**src/rtl/ysyx_22050612_lsu.sv**
```systemverilog
// Multi-cycle load/store unit: one aligned 64-bit data-memory access per request,
// with byte-lane store steering and sign/zero-extending load extraction.
module ysyx_22050612_lsu #(
    parameter int XLEN = 64
) (
    input  logic            i_clk,
    input  logic            i_rst,
    // request from execute
    input  logic            i_req_valid,
    output logic            o_req_ready,
    input  logic            i_req_wen,
    input  logic [XLEN-1:0] i_req_addr,
    input  logic [XLEN-1:0] i_req_wdata,
    input  logic [1:0]      i_req_size,
    input  logic            i_req_unsigned,
    input  logic [4:0]      i_req_rd,
    // data-memory bus
    output logic            o_mem_valid,
    input  logic            i_mem_ready,
    output logic            o_mem_wen,
    output logic [XLEN-1:0] o_mem_addr,
    output logic [XLEN-1:0] o_mem_wdata,
    output logic [7:0]      o_mem_wmask,
    input  logic            i_mem_rvalid,
    input  logic [XLEN-1:0] i_mem_rdata,
    // response to writeback
    output logic            o_resp_valid,
    output logic [XLEN-1:0] o_resp_rdata,
    output logic [4:0]      o_resp_rd,
    output logic            o_resp_err
);

    localparam int NUM_LANES = 8;

    typedef enum logic [1:0] {
        S_IDLE = 2'd0,
        S_REQ  = 2'd1,
        S_WAIT = 2'd2,
        S_RESP = 2'd3
    } state_t;

    state_t r_state, w_next;

    logic [2:0]            w_off;
    logic [3:0]            w_nbytes;
    logic [3:0]            w_lane_end;
    logic                  w_misaligned;
    logic [NUM_LANES-1:0]  w_wmask;
    logic [XLEN-1:0]       w_wdata;
    logic [XLEN-1:0]       w_shifted;
    logic [XLEN-1:0]       w_ld;

    logic                  r_mem_wen;
    logic [XLEN-1:0]       r_mem_addr;
    logic [XLEN-1:0]       r_mem_wdata;
    logic [NUM_LANES-1:0]  r_mem_wmask;
    logic [2:0]            r_off;
    logic [1:0]            r_size;
    logic                  r_unsigned;
    logic [XLEN-1:0]       r_resp_rdata;
    logic [4:0]            r_resp_rd;
    logic                  r_resp_err;

    // ---------------- request decode (used only at acceptance) ----------------
    assign w_off = i_req_addr[2:0];

    always_comb begin
        w_nbytes     = 4'd1;
        w_misaligned = 1'b0;
        case (i_req_size)
            2'd0: begin w_nbytes = 4'd1; w_misaligned = 1'b0;              end
            2'd1: begin w_nbytes = 4'd2; w_misaligned = i_req_addr[0];     end
            2'd2: begin w_nbytes = 4'd4; w_misaligned = |i_req_addr[1:0];  end
            default: begin w_nbytes = 4'd8; w_misaligned = |i_req_addr[2:0]; end
        endcase
    end

    assign w_lane_end = {1'b0, w_off} + w_nbytes;

    // A lane is written when it falls inside [off, off + bytes); loads write nothing.
    for (genvar l = 0; l < NUM_LANES; l++) begin : g_lane
        assign w_wmask[l] = i_req_wen & (4'(l) >= {1'b0, w_off}) & (4'(l) < w_lane_end);
    end

    assign w_wdata = i_req_wdata << {w_off, 3'b000};

    // ---------------- load extraction (uses latched request fields) ----------------
    assign w_shifted = i_mem_rdata >> {r_off, 3'b000};

    always_comb begin
        w_ld = w_shifted;
        case (r_size)
            2'd0:    w_ld = {{56{~r_unsigned & w_shifted[7]}},  w_shifted[7:0]};
            2'd1:    w_ld = {{48{~r_unsigned & w_shifted[15]}}, w_shifted[15:0]};
            2'd2:    w_ld = {{32{~r_unsigned & w_shifted[31]}}, w_shifted[31:0]};
            default: w_ld = w_shifted;
        endcase
    end

    // ---------------- FSM ----------------
    always_ff @(posedge i_clk) begin
        if (i_rst) r_state <= S_IDLE;
        else       r_state <= w_next;
    end

    always_comb begin
        w_next = r_state;
        case (r_state)
            S_IDLE: if (i_req_valid) w_next = w_misaligned ? S_RESP : S_REQ;
            S_REQ:  if (i_mem_ready) w_next = r_mem_wen ? S_RESP : S_WAIT;
            S_WAIT: if (i_mem_rvalid) w_next = S_RESP;
            S_RESP: w_next = S_IDLE;
            default: w_next = S_IDLE;
        endcase
    end

    // ---------------- datapath registers ----------------
    always_ff @(posedge i_clk) begin
        if (i_rst) begin
            r_mem_wen    <= 1'b0;
            r_mem_addr   <= '0;
            r_mem_wdata  <= '0;
            r_mem_wmask  <= '0;
            r_off        <= '0;
            r_size       <= '0;
            r_unsigned   <= 1'b0;
            r_resp_rdata <= '0;
            r_resp_rd    <= '0;
            r_resp_err   <= 1'b0;
        end else begin
            case (r_state)
                S_IDLE: begin
                    if (i_req_valid) begin
                        r_mem_wen    <= i_req_wen;
                        r_mem_addr   <= {i_req_addr[XLEN-1:3], 3'b000};
                        r_mem_wdata  <= w_wdata;
                        r_mem_wmask  <= w_wmask;
                        r_off        <= w_off;
                        r_size       <= i_req_size;
                        r_unsigned   <= i_req_unsigned;
                        r_resp_rd    <= i_req_rd;
                        r_resp_err   <= w_misaligned;
                        r_resp_rdata <= '0;
                    end
                end
                S_WAIT: begin
                    if (i_mem_rvalid) r_resp_rdata <= w_ld;
                end
                S_RESP: begin
                    // error flag is only meaningful alongside resp_valid
                    r_resp_err <= 1'b0;
                end
                default: ;
            endcase
        end
    end

    // ---------------- outputs: registers or state decode only ----------------
    assign o_req_ready  = (r_state == S_IDLE);
    assign o_mem_valid  = (r_state == S_REQ);
    assign o_resp_valid = (r_state == S_RESP);
    assign o_mem_wen    = r_mem_wen;
    assign o_mem_addr   = r_mem_addr;
    assign o_mem_wdata  = r_mem_wdata;
    assign o_mem_wmask  = r_mem_wmask;
    assign o_resp_rdata = r_resp_rdata;
    assign o_resp_rd    = r_resp_rd;
    assign o_resp_err   = r_resp_err;

endmodule

```
**config.mk**
```make
export PLATFORM = sky130hd
export DESIGN_NAME = ysyx_22050612_lsu
export DESIGN_NICKNAME = d
export VERILOG_FILES = /design/src/rtl/ysyx_22050612_lsu.sv
export SDC_FILE = /design/constraint.sdc
export NUM_CORES = 1
export LEC_CHECK = 0
export ABC_AREA = 1
export CAP_MARGIN = 10
export CORE_UTILIZATION = 30
export CTS_CLUSTER_SIZE = 10
export DETAILED_ROUTE_END_ITERATION = 16
export MAX_ROUTING_LAYER = met4
export PLACE_DENSITY = 0.62
export SYNTH_ARGS = -nofsm -noshare
export SYNTH_HDL_FRONTEND = slang
export SYNTH_SLANG_ARGS = --single-unit
```
**constraint.sdc**
```tcl
create_clock -name i_clk -period 4.6 [get_ports i_clk]
set_input_delay 0.69 -clock i_clk [delete_from_list [all_inputs] [get_ports i_clk]]
set_output_delay 0.69 -clock i_clk [all_outputs]
set_load 0.01 [all_outputs]
```
==> results.json <==
{
  "ant_nets": 0,
  "ctsResizeCount": 0,
  "vdd_drop_max_mv": 0.284,
  "fin_area_um2": 16400,
  "grt_max_degree": 81,
  "core_area_um2": 36900,
  "first_pass_iters": 5,
  "path_cells": "inv_2, nand3_1, a21oi_1, nand3_1, nand2_1, o21ai_1, a21oi_1",
  "grt_pass1_wl_mm": 73.9,
  "required_ns": 5.08,
  "fmax_mhz": 365,
  "synth_cell_types": 39,
  "path_class": "flop to flop",
  "vias": 13400,
  "fin_nets": 2297,
  "rsz0062_at_grt": "no",
  "synthesis.area_um2": 11300,
  "drv_slew": 0,
  "die-area_um2": 38600,
  "holdBufCountCts": 0,
  "crit_buf_inv": 1,
  "start_kind": "flop",
  "holdWs_ns": 0.462,
  "io_buffer_count": 412,
  "hold_viol": 0,
  "dr.first_iter.drc_count": 973,
  "cts_made_buffers": 27,
  "dpl.hpwl_mm": 35.1,
  "nFillCells": 3840,
  "end_kind": "flop",
  "ys_seq_area_share_pct": 37.4,
  "final_layout_size_suffix_gt1_share_pct": 4.72,
  "overflow": 0,
  "yosys_warnings": 0,
  "ys_ff_latch": 212,
  "gp_congestion": 0.951,
  "antenna_found_initial": 0,
  "grt_usage_pct": 25.2,
  "period_minus_slack_ns": 2.74,
  "postPlaceCellArea_um2": 15600,
  "wl_mm": 49.1,
  "cellPowerDensity_nw_per_um2": 503,
  "path_max_fanout": 46,
  "fin_crit_sh_pct": 59.6,
  "finalSetupViolations": 0,
  "finClkSkew_ns": 0.00821,
  "core.rowCount": 70,
  "dieWidth_um": 196,
  "total_power_mw": 8.27,
  "crit_family": "simple AND/OR/NAND/NOR gates",
  "drc_errors": 0,
  "clock_path_buffers": 3,
  "cts_tree": "done",
  "pin_count": 416,
  "clockRootBuffer": "clkbuf_16",
  "grt_pass1_vias": 12700,
  "initial_core_util_pct": 30.8,
  "syn_to_final_growth_pct": 45.1,
  "finalSetupTns_ns": 0,
  "cap_violations": 0,
  "cp.arrival_ns": 3.22,
  "syn_area_per_cell_um2": 6.44,
  "min_path_type": "flop to flop",
  "cts.sinks": 212,
  "leakage_nw": 6.50,
  "syn_inst": 1762,
  "wire_per_inst_um": 18.9,
  "cts_setup_buffers": 0,
  "die_height_um": 196,
  "fin_util_pct": 44.6,
  "clk_latency_ns": 0.56,
  "clkTransAtPathRegs_ns": 0.06,
  "tightest_slew_ns": 1.18,
  "htreeDepth": 1,
  "max_stage_delay_ns": 0.86,
  "vias_per_cell": 5.16,
  "status": "finished clean",
  "slew_headroom_pct": 21.2,
  "cpMaxStageDelayCell": "nand2_1"
}
## flip-flops by register name (all words and copies together) (netlist names)
| name | count |
|---|---|
| o_resp_err | 1 |
| o_mem_addr | 61 |
| r_unsigned | 1 |
| o_resp_rdata | 64 |
| o_mem_wdata | 64 |
| o_mem_wen | 1 |
| r_state | 2 |
| o_mem_wmask | 8 |
| r_off | 3 |
| r_size | 2 |
| o_resp_rd | 5 |
## tightest hold or removal path: cells and delay by family, from the launching register on
| kind | cells | cell delay, ns |
|---|---|---|
| compound gates | 1 | 0.05 |
| simple gates | 1 | 0.06 |
| flops | 1 | 0.30 |
## cell usage in the layout (no fill, tap or decap), types with 3 or more instances in the layout
master and instances:
nor2_1 220, nand2_4 3, nand2_1 445, conb_1 3, clkbuf_16 27, buf_4 24, inv_2 9, clkbuf_8 5
o21ai_0 215, nand2_2 5, ha_1 7, o31ai_1 5, o21ai_2 3, clkdlybuf4s50_1 410, dfxtp_1 211, nand3_1 107
o211ai_1 22, a32oi_1 8, nand4_1 7, nor2_2 3, or2_2 11, o21ai_1 32, a31oi_1 27, clkbuf_1 7
a21oi_1 189, inv_1 68
## Yosys cell counts (all sizes together)
library cell,n,area [um2]
a211oi,2,15.0
a21boi,1,7.51
a21oi,189,946
a31oi,27,169
a32oi,8,70.1
buf,72,418
clkbuf,73,278
clkinv,2,7.51
conb,1,3.75
dfxtp,212,4240
fa,1,20.0
ha,7,87.6
inv,77,289
mux2i,1,10.0
nand2,453,1730
nand3,109,563
nand4,7,43.8
nor2,223,842
nor3,2,10.0
o211ai,22,165
o21ai,251,1270
o221ai,2,17.5
o22ai,2,12.5
o31ai,5,37.5
or2,12,75.1
xnor2,1,8.76
## power by group
group / switching, mW / internal, mW
clock network: 0.846 / 1.26
registers: 0.249 / 2.24
logic: 2.23 / 1.45
## per-layer routing
| layer | global-route usage, % | up-vias | share of wire, % |
|---|---|---|---|
| met5 | - | - | 0 |
| met4 | 6.77 | 0 | 2.3 |
| met3 | 5.49 | 66 | 9.0 |
| met2 | 42.2 | 654 | 48 |
| met1 | 30.4 | 6230 | 41 |
| li1 | - | 6489 | - |
## worst paths after layout
path,start,to,slack (ns),cells after the start
setup / recovery,r_off[1]$_SDFFE_PP0P_,o_resp_rdata[57]$_SDFFE_PP0P_,1.86,7
hold / removal,o_resp_rdata[21]$_SDFFE_PP0P_,o_resp_rdata[21]$_SDFFE_PP0P_,0.46,2
setup reg to reg,r_off[1]$_SDFFE_PP0P_,o_resp_rdata[57]$_SDFFE_PP0P_,1.86,7
hold reg to reg,o_resp_rdata[21]$_SDFFE_PP0P_,o_resp_rdata[21]$_SDFFE_PP0P_,0.46,2
## logic make-up after synthesis
kind of cell	Yosys count	synth area share (%)
xor+xnor	1	0.0773
mux	1	0.0883
flops	212	37.4
simple gates	806	28.8
buf+inv	224	8.75
fa+ha+maj	8	0.949
other cells	1	0.0331
compound gates	509	23.9
## layout make-up
type	count	area (um2)	area share, %
Tap cell	504	631	3.83
Multi-Input combinational cell	1328	6130	37.3
Timing Repair Buffer	435	4290	26.1
Antenna cell	1	2.50	0.0152
Sequential cell	212	4250	25.8
Inverter	79	297	1.80
Clock buffer	39	771	4.69
Clock inverter	4	85.1	0.517
## per-stage QoR
stage / worst slack [ns] / instances
2_1_floorplan: 2.57 / 1764
3_3_place_gp: 1.33 / 2558
3_5_place_dp: 1.34 / 2558
4_1_cts: 1.83 / 2601
5_1_grt: 1.56 / 2601
6_report: 1.86 / 2602
Power figures use the tool's default switching activity.
